===== config.mk =====
export PLATFORM = sky130hd
export DESIGN_NAME = hilo_seq_ctrl_flat
export DESIGN_NICKNAME = d
export VERILOG_FILES = /design/src/rtl/cpu_defs.sv /design/src/rtl/hilo_seq_ctrl_if.sv /design/src/rtl/hilo_seq_ctrl_mul_sign_fix.sv /design/src/rtl/hilo_seq_ctrl.sv /design/src/flat_wrapper.sv
export SDC_FILE = /design/constraint.sdc
export NUM_CORES = 1
export LEC_CHECK = 0
export CORE_AREA = 2 2 183 185
export CTS_CLUSTER_DIAMETER = 50
export DETAILED_ROUTE_END_ITERATION = 10
export DIE_AREA = 0 0 185 187
export GPL_ROUTABILITY_DRIVEN = 0
export PLACE_DENSITY = 0.47
export SYNTH_ARGS = -nofsm -noshare
export SYNTH_HDL_FRONTEND = slang
export SYNTH_SLANG_ARGS = --single-unit

===== constraint.sdc =====
create_clock -name clk -period 9 [get_ports clk]
set_clock_uncertainty 0.2 [all_clocks]
set_input_delay 1.35 -clock clk [delete_from_list [all_inputs] [get_ports clk]]
set_output_delay 1.35 -clock clk [all_outputs]
set_load 0.01 [all_outputs]

===== src/rtl/cpu_defs.sv =====
// rtl/cpu_defs.sv - shared CPU definitions for the HI/LO sequencer
package cpu_defs;

  // Bit positions inside the one-hot hilo op vector
  localparam int HILO_OP_W   = 4;
  localparam int HILO_DIV    = 0;
  localparam int HILO_DIVU   = 1;
  localparam int HILO_MULT   = 2;
  localparam int HILO_MULTU  = 3;

  // Default multiplier pipeline depth
  localparam int DEFAULT_MUL_LAT = 2;

  typedef enum logic [2:0] {
    HS_IDLE,
    HS_MUL,
    HS_DIV_ISSUE,
    HS_DIV_WAIT,
    HS_DRAIN
  } hilo_seq_state_t;

endpackage


===== src/rtl/hilo_seq_ctrl_if.sv =====
// rtl/hilo_seq_ctrl_if.sv - EXE request, multiplier, divider and HI/LO write bundle
interface hilo_seq_ctrl_if;

  logic        req_valid;
  logic [3:0]  req_op;
  logic [31:0] req_src1;
  logic [31:0] req_src2;
  logic        req_ready;
  logic        busy;
  logic        flush;
  logic        commit_block;

  logic [31:0] mul_a;
  logic [31:0] mul_b;
  logic [63:0] mul_p;

  logic        div_tvalid;
  logic        divu_tvalid;
  logic        div_tready;
  logic        divu_tready;
  logic [31:0] div_tdata_a;
  logic [31:0] div_tdata_b;
  logic        div_dout_tvalid;
  logic        divu_dout_tvalid;
  logic [63:0] div_dout;
  logic [63:0] divu_dout;

  logic        hi_we;
  logic        lo_we;
  logic [31:0] hi_wdata;
  logic [31:0] lo_wdata;

  // Sequencer side
  modport slave (
    input  req_valid, req_op, req_src1, req_src2, flush, commit_block,
    input  mul_p,
    input  div_tready, divu_tready, div_dout_tvalid, divu_dout_tvalid, div_dout, divu_dout,
    output req_ready, busy,
    output mul_a, mul_b,
    output div_tvalid, divu_tvalid, div_tdata_a, div_tdata_b,
    output hi_we, lo_we, hi_wdata, lo_wdata
  );

  // EXE stage plus arithmetic units side
  modport master (
    output req_valid, req_op, req_src1, req_src2, flush, commit_block,
    output mul_p,
    output div_tready, divu_tready, div_dout_tvalid, divu_dout_tvalid, div_dout, divu_dout,
    input  req_ready, busy,
    input  mul_a, mul_b,
    input  div_tvalid, divu_tvalid, div_tdata_a, div_tdata_b,
    input  hi_we, lo_we, hi_wdata, lo_wdata
  );

endinterface


===== src/rtl/hilo_seq_ctrl_mul_sign_fix.sv =====
// rtl/hilo_seq_ctrl_mul_sign_fix.sv - signed multiply via unsigned core: operand abs and product negate
module mul_sign_fix (
  input  logic        is_mult,
  input  logic        neg,
  input  logic [31:0] src1,
  input  logic [31:0] src2,
  input  logic [63:0] prod,
  output logic [31:0] mul_a,
  output logic [31:0] mul_b,
  output logic [31:0] res_hi,
  output logic [31:0] res_lo
);

  logic [63:0] res;

  // -0x80000000 wraps to itself, which is the correct magnitude for an unsigned core
  assign mul_a  = (is_mult && src1[31]) ? (32'd0 - src1) : src1;
  assign mul_b  = (is_mult && src2[31]) ? (32'd0 - src2) : src2;
  assign res    = neg ? (64'd0 - prod) : prod;
  assign res_hi = res[63:32];
  assign res_lo = res[31:0];

endmodule


===== src/rtl/hilo_seq_ctrl.sv =====
// rtl/hilo_seq_ctrl.sv - HI/LO multiply/divide sequencer between EXE and the arithmetic units
module hilo_seq_ctrl
  import cpu_defs::*;
#(
  parameter int MUL_LAT = DEFAULT_MUL_LAT
) (
  input logic            clk,
  input logic            reset,
  hilo_seq_ctrl_if.slave bus
);

  localparam int CNT_W = $clog2(MUL_LAT + 1);

  hilo_seq_state_t  state;
  logic [CNT_W-1:0] cnt;
  logic             neg;
  logic             is_divu;
  logic             busy_q;

  logic        op_valid, op_div, op_divu, op_mult, op_multu;
  logic        accept, bad_op;
  logic        div_tvalid_c, divu_tvalid_c, tready_hit;
  logic        dout_sel_valid;
  logic [63:0] dout_sel;
  logic        mul_done, div_done, done, wr;
  logic [31:0] mul_hi, mul_lo;

  assign op_valid = $onehot(bus.req_op);
  assign op_div   = op_valid & bus.req_op[HILO_DIV];
  assign op_divu  = op_valid & bus.req_op[HILO_DIVU];
  assign op_mult  = op_valid & bus.req_op[HILO_MULT];
  assign op_multu = op_valid & bus.req_op[HILO_MULTU];

  // New ops are only taken from IDLE; a malformed op is retired on the spot
  assign accept = (state == HS_IDLE) & bus.req_valid & ~bus.flush & ~reset;
  assign bad_op = accept & ~op_valid;

  // Operands are presented from IDLE and held until the selected divider takes them
  assign div_tvalid_c  = (accept & op_div) |
                         ((state == HS_DIV_ISSUE) & ~is_divu & ~bus.flush & ~reset);
  assign divu_tvalid_c = (accept & op_divu) |
                         ((state == HS_DIV_ISSUE) & is_divu & ~bus.flush & ~reset);
  assign tready_hit    = (div_tvalid_c & bus.div_tready) | (divu_tvalid_c & bus.divu_tready);

  assign bus.div_tvalid  = div_tvalid_c;
  assign bus.divu_tvalid = divu_tvalid_c;
  assign bus.div_tdata_a = (div_tvalid_c | divu_tvalid_c) ? bus.req_src1 : 32'd0;
  assign bus.div_tdata_b = (div_tvalid_c | divu_tvalid_c) ? bus.req_src2 : 32'd0;

  assign dout_sel_valid = is_divu ? bus.divu_dout_tvalid : bus.div_dout_tvalid;
  assign dout_sel       = is_divu ? bus.divu_dout : bus.div_dout;

  mul_sign_fix u_sign_fix (
    .is_mult (op_mult),
    .neg     (neg),
    .src1    (bus.req_src1),
    .src2    (bus.req_src2),
    .prod    (bus.mul_p),
    .mul_a   (bus.mul_a),
    .mul_b   (bus.mul_b),
    .res_hi  (mul_hi),
    .res_lo  (mul_lo)
  );

  assign mul_done = (state == HS_MUL) & (cnt == CNT_W'(MUL_LAT));
  assign div_done = (state == HS_DIV_WAIT) & dout_sel_valid;
  assign done     = (mul_done | div_done) & ~reset;
  assign wr       = done & ~bus.flush & ~bus.commit_block;

  assign bus.req_ready = (done & ~bus.flush) | bad_op;
  assign bus.busy      = busy_q;
  assign bus.hi_we     = wr;
  assign bus.lo_we     = wr;
  // Divider packs quotient high, remainder low; HI takes the remainder
  assign bus.hi_wdata  = wr ? (mul_done ? mul_hi : dout_sel[31:0])  : 32'd0;
  assign bus.lo_wdata  = wr ? (mul_done ? mul_lo : dout_sel[63:32]) : 32'd0;

  // Sequencer FSM: one op in flight, divides already accepted by a divider are drained
  always_ff @(posedge clk) begin
    if (reset) begin
      state   <= HS_IDLE;
      cnt     <= '0;
      neg     <= 1'b0;
      is_divu <= 1'b0;
      busy_q  <= 1'b0;
    end else begin
      case (state)
        HS_IDLE: begin
          if (accept && op_valid) begin
            busy_q <= 1'b1;
            if (op_mult || op_multu) begin
              state <= HS_MUL;
              cnt   <= CNT_W'(1);
              neg   <= op_mult & (bus.req_src1[31] ^ bus.req_src2[31]);
            end else begin
              is_divu <= op_divu;
              state   <= tready_hit ? HS_DIV_WAIT : HS_DIV_ISSUE;
            end
          end
        end
        HS_MUL: begin
          if (bus.flush || mul_done) begin
            state  <= HS_IDLE;
            cnt    <= '0;
            busy_q <= 1'b0;
          end else begin
            cnt <= cnt + CNT_W'(1);
          end
        end
        HS_DIV_ISSUE: begin
          if (bus.flush) begin
            state  <= HS_IDLE;
            busy_q <= 1'b0;
          end else if (tready_hit) begin
            state <= HS_DIV_WAIT;
          end
        end
        HS_DIV_WAIT: begin
          if (dout_sel_valid) begin
            state  <= HS_IDLE;
            busy_q <= 1'b0;
          end else if (bus.flush) begin
            state <= HS_DRAIN;
          end
        end
        HS_DRAIN: begin
          if (dout_sel_valid) begin
            state  <= HS_IDLE;
            busy_q <= 1'b0;
          end
        end
        default: begin
          state  <= HS_IDLE;
          busy_q <= 1'b0;
        end
      endcase
    end
  end

endmodule


===== src/flat_wrapper.sv =====
// flat-port wrapper written by rule: the top's interface ports become plain ports
module hilo_seq_ctrl_flat import cpu_defs::*;
#(
  parameter int MUL_LAT = DEFAULT_MUL_LAT
)
  (clk, reset, bus_req_valid, bus_req_op, bus_req_src1, bus_req_src2, bus_flush, bus_commit_block, bus_mul_p, bus_div_tready, bus_divu_tready, bus_div_dout_tvalid, bus_divu_dout_tvalid, bus_div_dout, bus_divu_dout, bus_req_ready, bus_busy, bus_mul_a, bus_mul_b, bus_div_tvalid, bus_divu_tvalid, bus_div_tdata_a, bus_div_tdata_b, bus_hi_we, bus_lo_we, bus_hi_wdata, bus_lo_wdata);
  hilo_seq_ctrl_if bus_i ();
  input logic clk;
  input logic reset;
  input wire logic [$bits(bus_i.req_valid)-1:0] bus_req_valid;
  input wire logic [$bits(bus_i.req_op)-1:0] bus_req_op;
  input wire logic [$bits(bus_i.req_src1)-1:0] bus_req_src1;
  input wire logic [$bits(bus_i.req_src2)-1:0] bus_req_src2;
  input wire logic [$bits(bus_i.flush)-1:0] bus_flush;
  input wire logic [$bits(bus_i.commit_block)-1:0] bus_commit_block;
  input wire logic [$bits(bus_i.mul_p)-1:0] bus_mul_p;
  input wire logic [$bits(bus_i.div_tready)-1:0] bus_div_tready;
  input wire logic [$bits(bus_i.divu_tready)-1:0] bus_divu_tready;
  input wire logic [$bits(bus_i.div_dout_tvalid)-1:0] bus_div_dout_tvalid;
  input wire logic [$bits(bus_i.divu_dout_tvalid)-1:0] bus_divu_dout_tvalid;
  input wire logic [$bits(bus_i.div_dout)-1:0] bus_div_dout;
  input wire logic [$bits(bus_i.divu_dout)-1:0] bus_divu_dout;
  output wire logic [$bits(bus_i.req_ready)-1:0] bus_req_ready;
  output wire logic [$bits(bus_i.busy)-1:0] bus_busy;
  output wire logic [$bits(bus_i.mul_a)-1:0] bus_mul_a;
  output wire logic [$bits(bus_i.mul_b)-1:0] bus_mul_b;
  output wire logic [$bits(bus_i.div_tvalid)-1:0] bus_div_tvalid;
  output wire logic [$bits(bus_i.divu_tvalid)-1:0] bus_divu_tvalid;
  output wire logic [$bits(bus_i.div_tdata_a)-1:0] bus_div_tdata_a;
  output wire logic [$bits(bus_i.div_tdata_b)-1:0] bus_div_tdata_b;
  output wire logic [$bits(bus_i.hi_we)-1:0] bus_hi_we;
  output wire logic [$bits(bus_i.lo_we)-1:0] bus_lo_we;
  output wire logic [$bits(bus_i.hi_wdata)-1:0] bus_hi_wdata;
  output wire logic [$bits(bus_i.lo_wdata)-1:0] bus_lo_wdata;
  assign bus_i.req_valid = bus_req_valid;
  assign bus_i.req_op = bus_req_op;
  assign bus_i.req_src1 = bus_req_src1;
  assign bus_i.req_src2 = bus_req_src2;
  assign bus_i.flush = bus_flush;
  assign bus_i.commit_block = bus_commit_block;
  assign bus_i.mul_p = bus_mul_p;
  assign bus_i.div_tready = bus_div_tready;
  assign bus_i.divu_tready = bus_divu_tready;
  assign bus_i.div_dout_tvalid = bus_div_dout_tvalid;
  assign bus_i.divu_dout_tvalid = bus_divu_dout_tvalid;
  assign bus_i.div_dout = bus_div_dout;
  assign bus_i.divu_dout = bus_divu_dout;
  assign bus_req_ready = bus_i.req_ready;
  assign bus_busy = bus_i.busy;
  assign bus_mul_a = bus_i.mul_a;
  assign bus_mul_b = bus_i.mul_b;
  assign bus_div_tvalid = bus_i.div_tvalid;
  assign bus_divu_tvalid = bus_i.divu_tvalid;
  assign bus_div_tdata_a = bus_i.div_tdata_a;
  assign bus_div_tdata_b = bus_i.div_tdata_b;
  assign bus_hi_we = bus_i.hi_we;
  assign bus_lo_we = bus_i.lo_we;
  assign bus_hi_wdata = bus_i.hi_wdata;
  assign bus_lo_wdata = bus_i.lo_wdata;
  hilo_seq_ctrl #(.MUL_LAT(MUL_LAT)) u_core (.clk(clk), .reset(reset), .bus(bus_i));
endmodule

==> results.toml, run 1 <==
[global_route]
grt_max_degree = 69
use_met1 = 0.224
grt_pass1_vias = 7583
antenna_found_initial = 1
grt_util_met2 = 0.319
use_met3 = 0.0275
grt_usage = 0.177
grt_busiest_layer = "met2"
grt-ovfl-total = 0
grt_pass1_wl_um = 47000

[setup_path]
arrival_ns = 5.57
crit_slowest_cell = "nor3b_1"
worstReg2RegStart = "u_core.cnt[0]"
path_depth = 10
path_delay_family = "simple AND/OR/NAND/NOR gates"
worst_r2r_path_depth = 8
path_cells = "clkdlybuf4s50_1, ha_1, ha_1, fa_1, nor3b_1, and3_1, o21ai_0, and2_2, nor2_1, clkdlybuf4s50_1"
crit_required_ns = 7.45
path_class = "input port to primary output"
slowest_delay_ns = 0.76
path_max_fanout = 64
endpoint_kind = "primary output"
cp.buffers_inverters = 2
rrSetupSlack_ns = 6.93
timing.rr.end = "u_core.state[1]"
cp-start-kind = "input port"

[clocking]
cts_setup_buffers = 0
clkSinkCount = 8
clock_path_buffers = 2
path_clk_slew_ns = 0.04
hold_buffers = 0
root_buffer = "clkbuf_16"
clk_latency_ns = 0.23
cts_resized = 0
cts_tree = "done"
htree_levels = 1
cts_buffers = 3

[synth]
yosysSeqAreaShare = 0.0299
synth_edf_count = 0
synthFlopType = "dfxtp_1"
synth_seq_cells = 8
synth_nets = 1081
synthCells = 804
ys_warn_count = 0
synth-async-reset-ratio = 0
syn-cell-area_um2 = 5350
ys_types = 57
syn_area_per_cell_um2 = 6.66

[cells_and_area]
final_cell_area_um2 = 10500
final_common_cell = "clkdlybuf4s50_1"
area_growth_pct = 95.9
nets = 1501
fillers = 3625
drive_gt1_frac = 0.0352
stdcell_count = 1672
final_cell_mix = "466 x clkdlybuf4s50_1, 78 x nor2b_1, 76 x nor2_1, 60 x mux2i_1, 58 x xor2_1"

[min_path]
hold_depth = 2
whs_endpoint = "u_core.neg"
min_from = "u_core.neg"
hold_class = "register to register"

[timing]
fmax_mhz = 140
post-route-period-util = 0.791
hold_viol = 0
grt_setup_unrepaired = "no"
fin_setup_tns_ns = 0
maxSlewHeadroom = 0.178
min_period_ns = 7.12
worst_slew_pin_slew_ns = 1.23
setup_viol = 0
slew_viol_final = 0

[pwr]
pwr_density_cell_nw_per_um2 = 57.6
irDropWorstVdd_v = 0.0000481
p_leak_nw = 3.32

[placement]
placed_area_um2 = 10400
port_buffers = 466
dp_hpwl_um = 26900
dp.cells = 1667

[floorplanning]
initial_utilization = 0.163
fp.coreArea_um2 = 32900
fp-row-count = 67
die_h_um = 187
design.die.area_um2 = 34600
ios = 467
die_w_um = 185

[status]
status = "completed"

[routing]
drt_first_pass_iters = 5
vias_per_cell = 4.47
drt_iter0_drc = 356
ant_nets = 0
via_count = 7480
route.detailed.drc = 0
drt_wl_total_um = 31900
post_drt_wl_per_cell_um = 19.1

[flow_run]
drv_cap = 0
[flip-flops by register name, indices dropped and copies added, names as in the netlist]
signal	count
u_core.bus.busy	1
u_core.cnt	2
u_core.is_divu	1
u_core.neg	1
u_core.state	3
[cells in the mapped netlist, types with 11 or more instances]
cell type	count	share of area
a211oi_1	32	0.045
a21oi_1	47	0.044
clkbuf_1	48	0.034
inv_1	17	0.012
mux2_2	11	0.023
mux2i_1	60	0.11
nand2_1	38	0.027
nand3_1	13	0.012
nor2_1	76	0.053
nor2b_1	78	0.091
nor3_1	26	0.024
nor4_1	14	0.016
o21ai_0	57	0.053
o22ai_1	16	0.019
o31ai_1	23	0.032
o41ai_1	13	0.021
or3_1	13	0.015
or4_1	13	0.018
xnor2_1	48	0.079
xor2_1	58	0.095
[metal layers]
layer / part of all wire / wire, um / up-vias
li1: - / - / 3793
met1: 0.44 / 13900 / 3443
met2: 0.50 / 16000 / 226
met3: 0.050 / 1590 / 18
met4: 0.012 / 371 / 0
met5: 0 / 0 / -
[worst max path at each step]
stage                     slack [ns]           from                   to
after floorplan                 3.54  bus_req_op[0]  bus_div_tdata_a[10]
after CTS                       1.83  bus_req_op[2]  bus_div_tdata_a[19]
after global routing            1.43  bus_req_op[2]  bus_div_tdata_a[19]
after global placement          1.92  bus_req_op[2]  bus_div_tdata_a[19]
after detailed placement        1.87  bus_req_op[2]  bus_div_tdata_a[19]
final                           1.88  bus_req_op[2]  bus_div_tdata_a[19]
[worst reg2reg max path: stages (launching register included)]
cell and delay [ns]:
dfxtp_1 0.34, inv_1 0.05, ha_1 0.24, o21a_1 0.20
a311o_1 0.35, a21oi_1 0.18, a31oi_1 0.11, a21oi_1 0.19
a311oi_1 0.06
[logic make-up after synthesis]
kind of cell	after synthesis	synth area share
AO/OA/AOI/OAI	217	0.258
XOR/XNOR	106	0.173
adder cells (fa/ha/maj)	8	0.0201
buffers and inverters	71	0.0519
flip-flops	8	0.0299
multiplexers	71	0.135
AND/OR/NAND/NOR	323	0.331
[stage by stage]
stage                     hold WS, ns  setup slack [ns]  utilization  total power [mW]
after floorplan                 0.335              3.54            -             0.228
after global placement          0.292              1.92        0.317             0.530
after detailed placement        0.303              1.87        0.317             0.528
after CTS                       0.311              1.83        0.319             0.610
after global routing            0.352              1.43        0.319             0.645
final                           0.293              1.88        0.319             0.604
[power by group]
| group | switching (mW) | internal, mW | leakage, nW |
|---|---|---|---|
| sequential | 0.0115 | 0.0419 | 0.0664 |
| combinational | 0.206 | 0.267 | 3.21 |
| clock | 0.0189 | 0.0592 | 0.0382 |
[cell type report]
type                    count  area [um2]  area share
clock buffers               4        78.8     0.00752
flip-flops and latches      8         165      0.0157
diodes                      1        2.50    0.000239
repair buffers            469        4690       0.447
inverters                  17        63.8     0.00609
well taps                 448         561      0.0535
multi-input cells         725        4930       0.470
No activity file was read; power rests on OpenSTA's default activity.
==> inputs of run 2 (changes only) <==
PLACE_DENSITY = 0.49   (was 0.47)
clock period = 5.8 ns   (was 9 ns; I/O delays follow)
==> run 2 against run 1 <==
  * Hold slack better by 0.073 ns
  * Global-route usage rose by 0.18 points
  * Clock-buffer cell count did not move
  * Combinational power rose by 58%
  * Die area is the same
  * Via count rose by 3.3%
  * Design area grew 1.4%
  * Sequential share of layout area is essentially flat
  * Register-to-register slack worse by 3.2 ns
  * Cell count is 0.96% higher
  * Critical path depth up 2
  * Flip-flop and latch count unchanged
  * Critical path type unchanged
==> results.toml, run 2 (synthesis gave the netlist of run 1 again) <==
[status]
status = "completed"

[clocking]
htree_levels = 1
cts_buffers = 3
clock_path_buffers = 2
clkSinkCount = 8
clk_latency_ns = 0.23
path_clk_slew_ns = 0.04
cts_tree = "done"
hold_buffers = 0
cts_setup_buffers = 0
cts_resized = 0
root_buffer = "clkbuf_16"

[global_route]
grt_pass1_wl_um = 47800
grt_max_degree = 49
grt_pass1_vias = 7703
grt-ovfl-total = 0
antenna_found_initial = 0
grt_usage = 0.179

[timing]
setup_viol = 0
slew_viol_final = 0
fin_ws_ns = 0.305
whs_ns = 0.366
maxSlewHeadroom = 0.387
worst_slew_pin_slew_ns = 0.912
fmax_mhz = 182
fin_setup_tns_ns = 0
min_period_ns = 5.50
hold_viol = 0
grt_setup_unrepaired = "no"
post-route-period-util = 0.947

[floorplanning]
fp-row-count = 67
initial_utilization = 0.163
die_h_um = 187
fp.coreArea_um2 = 32900
ios = 467
die_w_um = 185
design.die.area_um2 = 34600

[placement]
dp_hpwl_um = 27100
pre_cts_ws_ns = 0.309
dp.cells = 1684
port_buffers = 466

[routing]
drt_wl_total_um = 32100
via_count = 7727
vias_per_cell = 4.58
drt_first_pass_iters = 5
drt_iter0_drc = 283
ant_nets = 0
post_drt_wl_per_cell_um = 19.0
route.detailed.drc = 0

[cells_and_area]
final_common_cell = "clkdlybuf4s50_1"
top_register = "u_core.state"
area_growth_pct = 98.7
drive_gt1_frac = 0.0484
stdcell_count = 1688
antenna_cells = 0
largest_reg_flops = 3
largestRegisters = "u_core.state (3), u_core.cnt (2)"
nets = 1518
final_cell_mix = "466 x clkdlybuf4s50_1, 78 x nor2b_1, 76 x nor2_1, 60 x mux2i_1, 58 x xor2_1"

[pwr]
irDropWorstVdd_v = 0.0000759
clock_power_share = 0.127
power_switching_uw = 368
combPwrFrac = 0.787
pwr_density_cell_nw_per_um2 = 89.3
sw_frac_of_total = 0.387
p_leak_nw = 3.41
power.total_uw = 950
intPower_uw = 583
pwr-share-seq = 0.086

[setup_path]
cp-start-kind = "input port"
path_delay_family = "buffers and inverters"
endpoint_kind = "primary output"
crit_required_ns = 4.73
slowest_delay_ns = 0.56
path_class = "input port to primary output"
crit_slowest_cell = "clkdlybuf4s50_1"
path_cells = "clkdlybuf4s50_1, ha_1, ha_1, fa_1, nor3b_1, buf_4, and3_1, o21ai_0, and2_2, buf_12, nor2b_1, clkdlybuf4s50_1"
arrival_ns = 4.43
cp.buffers_inverters = 4
path_max_fanout = 29

[min_path]
hold_class = "register to register"

[flow_run]
drv_cap = 0
==> run 2: cell count changes in the layout (fill, tap and decap cells not counted), sizes merged <==
cell   before  now
diode       1    0
buf         3   20
==> run 2: layer usage <==
layer	share of wire	global-route usage	wire (um)
met5	0	0	0
met3	0.054	0.0269	1720
met2	0.49	0.311	15700
met1	0.43	0.230	14000
met4	0.021	0.0403	676
==> run 2: per-stage QoR <==
| step | instance area [um2] | util |
|---|---|---|
| 2_1_floorplan | 5350 | - |
| 3_3_place_gp | 10600 | 0.321 |
| 3_5_place_dp | 10600 | 0.321 |
| 4_1_cts | 10600 | 0.324 |
| 5_1_grt | 10600 | 0.324 |
| 6_report | 10600 | 0.324 |
==> run 2: worst min-delay path, stage by stage (launching register included) <==
cell and delay [ns]:
dfxtp_1 0.34, o31a_1 0.14, nor3_1 0.04
==> run 2: area by class of cell <==
class | count | area (um2)
Clock buffer | 4 | 78.8
Sequential cell | 8 | 165
Tap cell | 448 | 561
Multi-Input combinational cell | 725 | 4930
Fill cell | 3533 | 22200
Timing Repair Buffer | 486 | 4840
Inverter | 17 | 63.8
==> run 2: final timing paths <==
| path | slack [ns] | cells after the start | startpoint | endpoint |
|---|---|---|---|---|
| min reg2reg | 0.37 | 2 | u_core.cnt[0] | u_core.cnt[0] |
| min | 0.37 | 2 | u_core.cnt[0] | u_core.cnt[0] |
| max reg2reg | 3.75 | 8 | u_core.cnt[0] | u_core.state[1] |
| max | 0.30 | 12 | bus_req_op[0] | bus_div_tdata_b[9] |
==> run 2: power groups by stage <==
stage	combinational, mW	clock, mW	sequential [mW]
6_report	0.748	0.121	0.0817
4_1_cts	0.753	0.124	0.0813
3_5_place_dp	0.748	0	0.0823
3_3_place_gp	0.750	0	0.0825
5_1_grt	0.807	0.128	0.0844
2_1_floorplan	0.282	0	0.0725
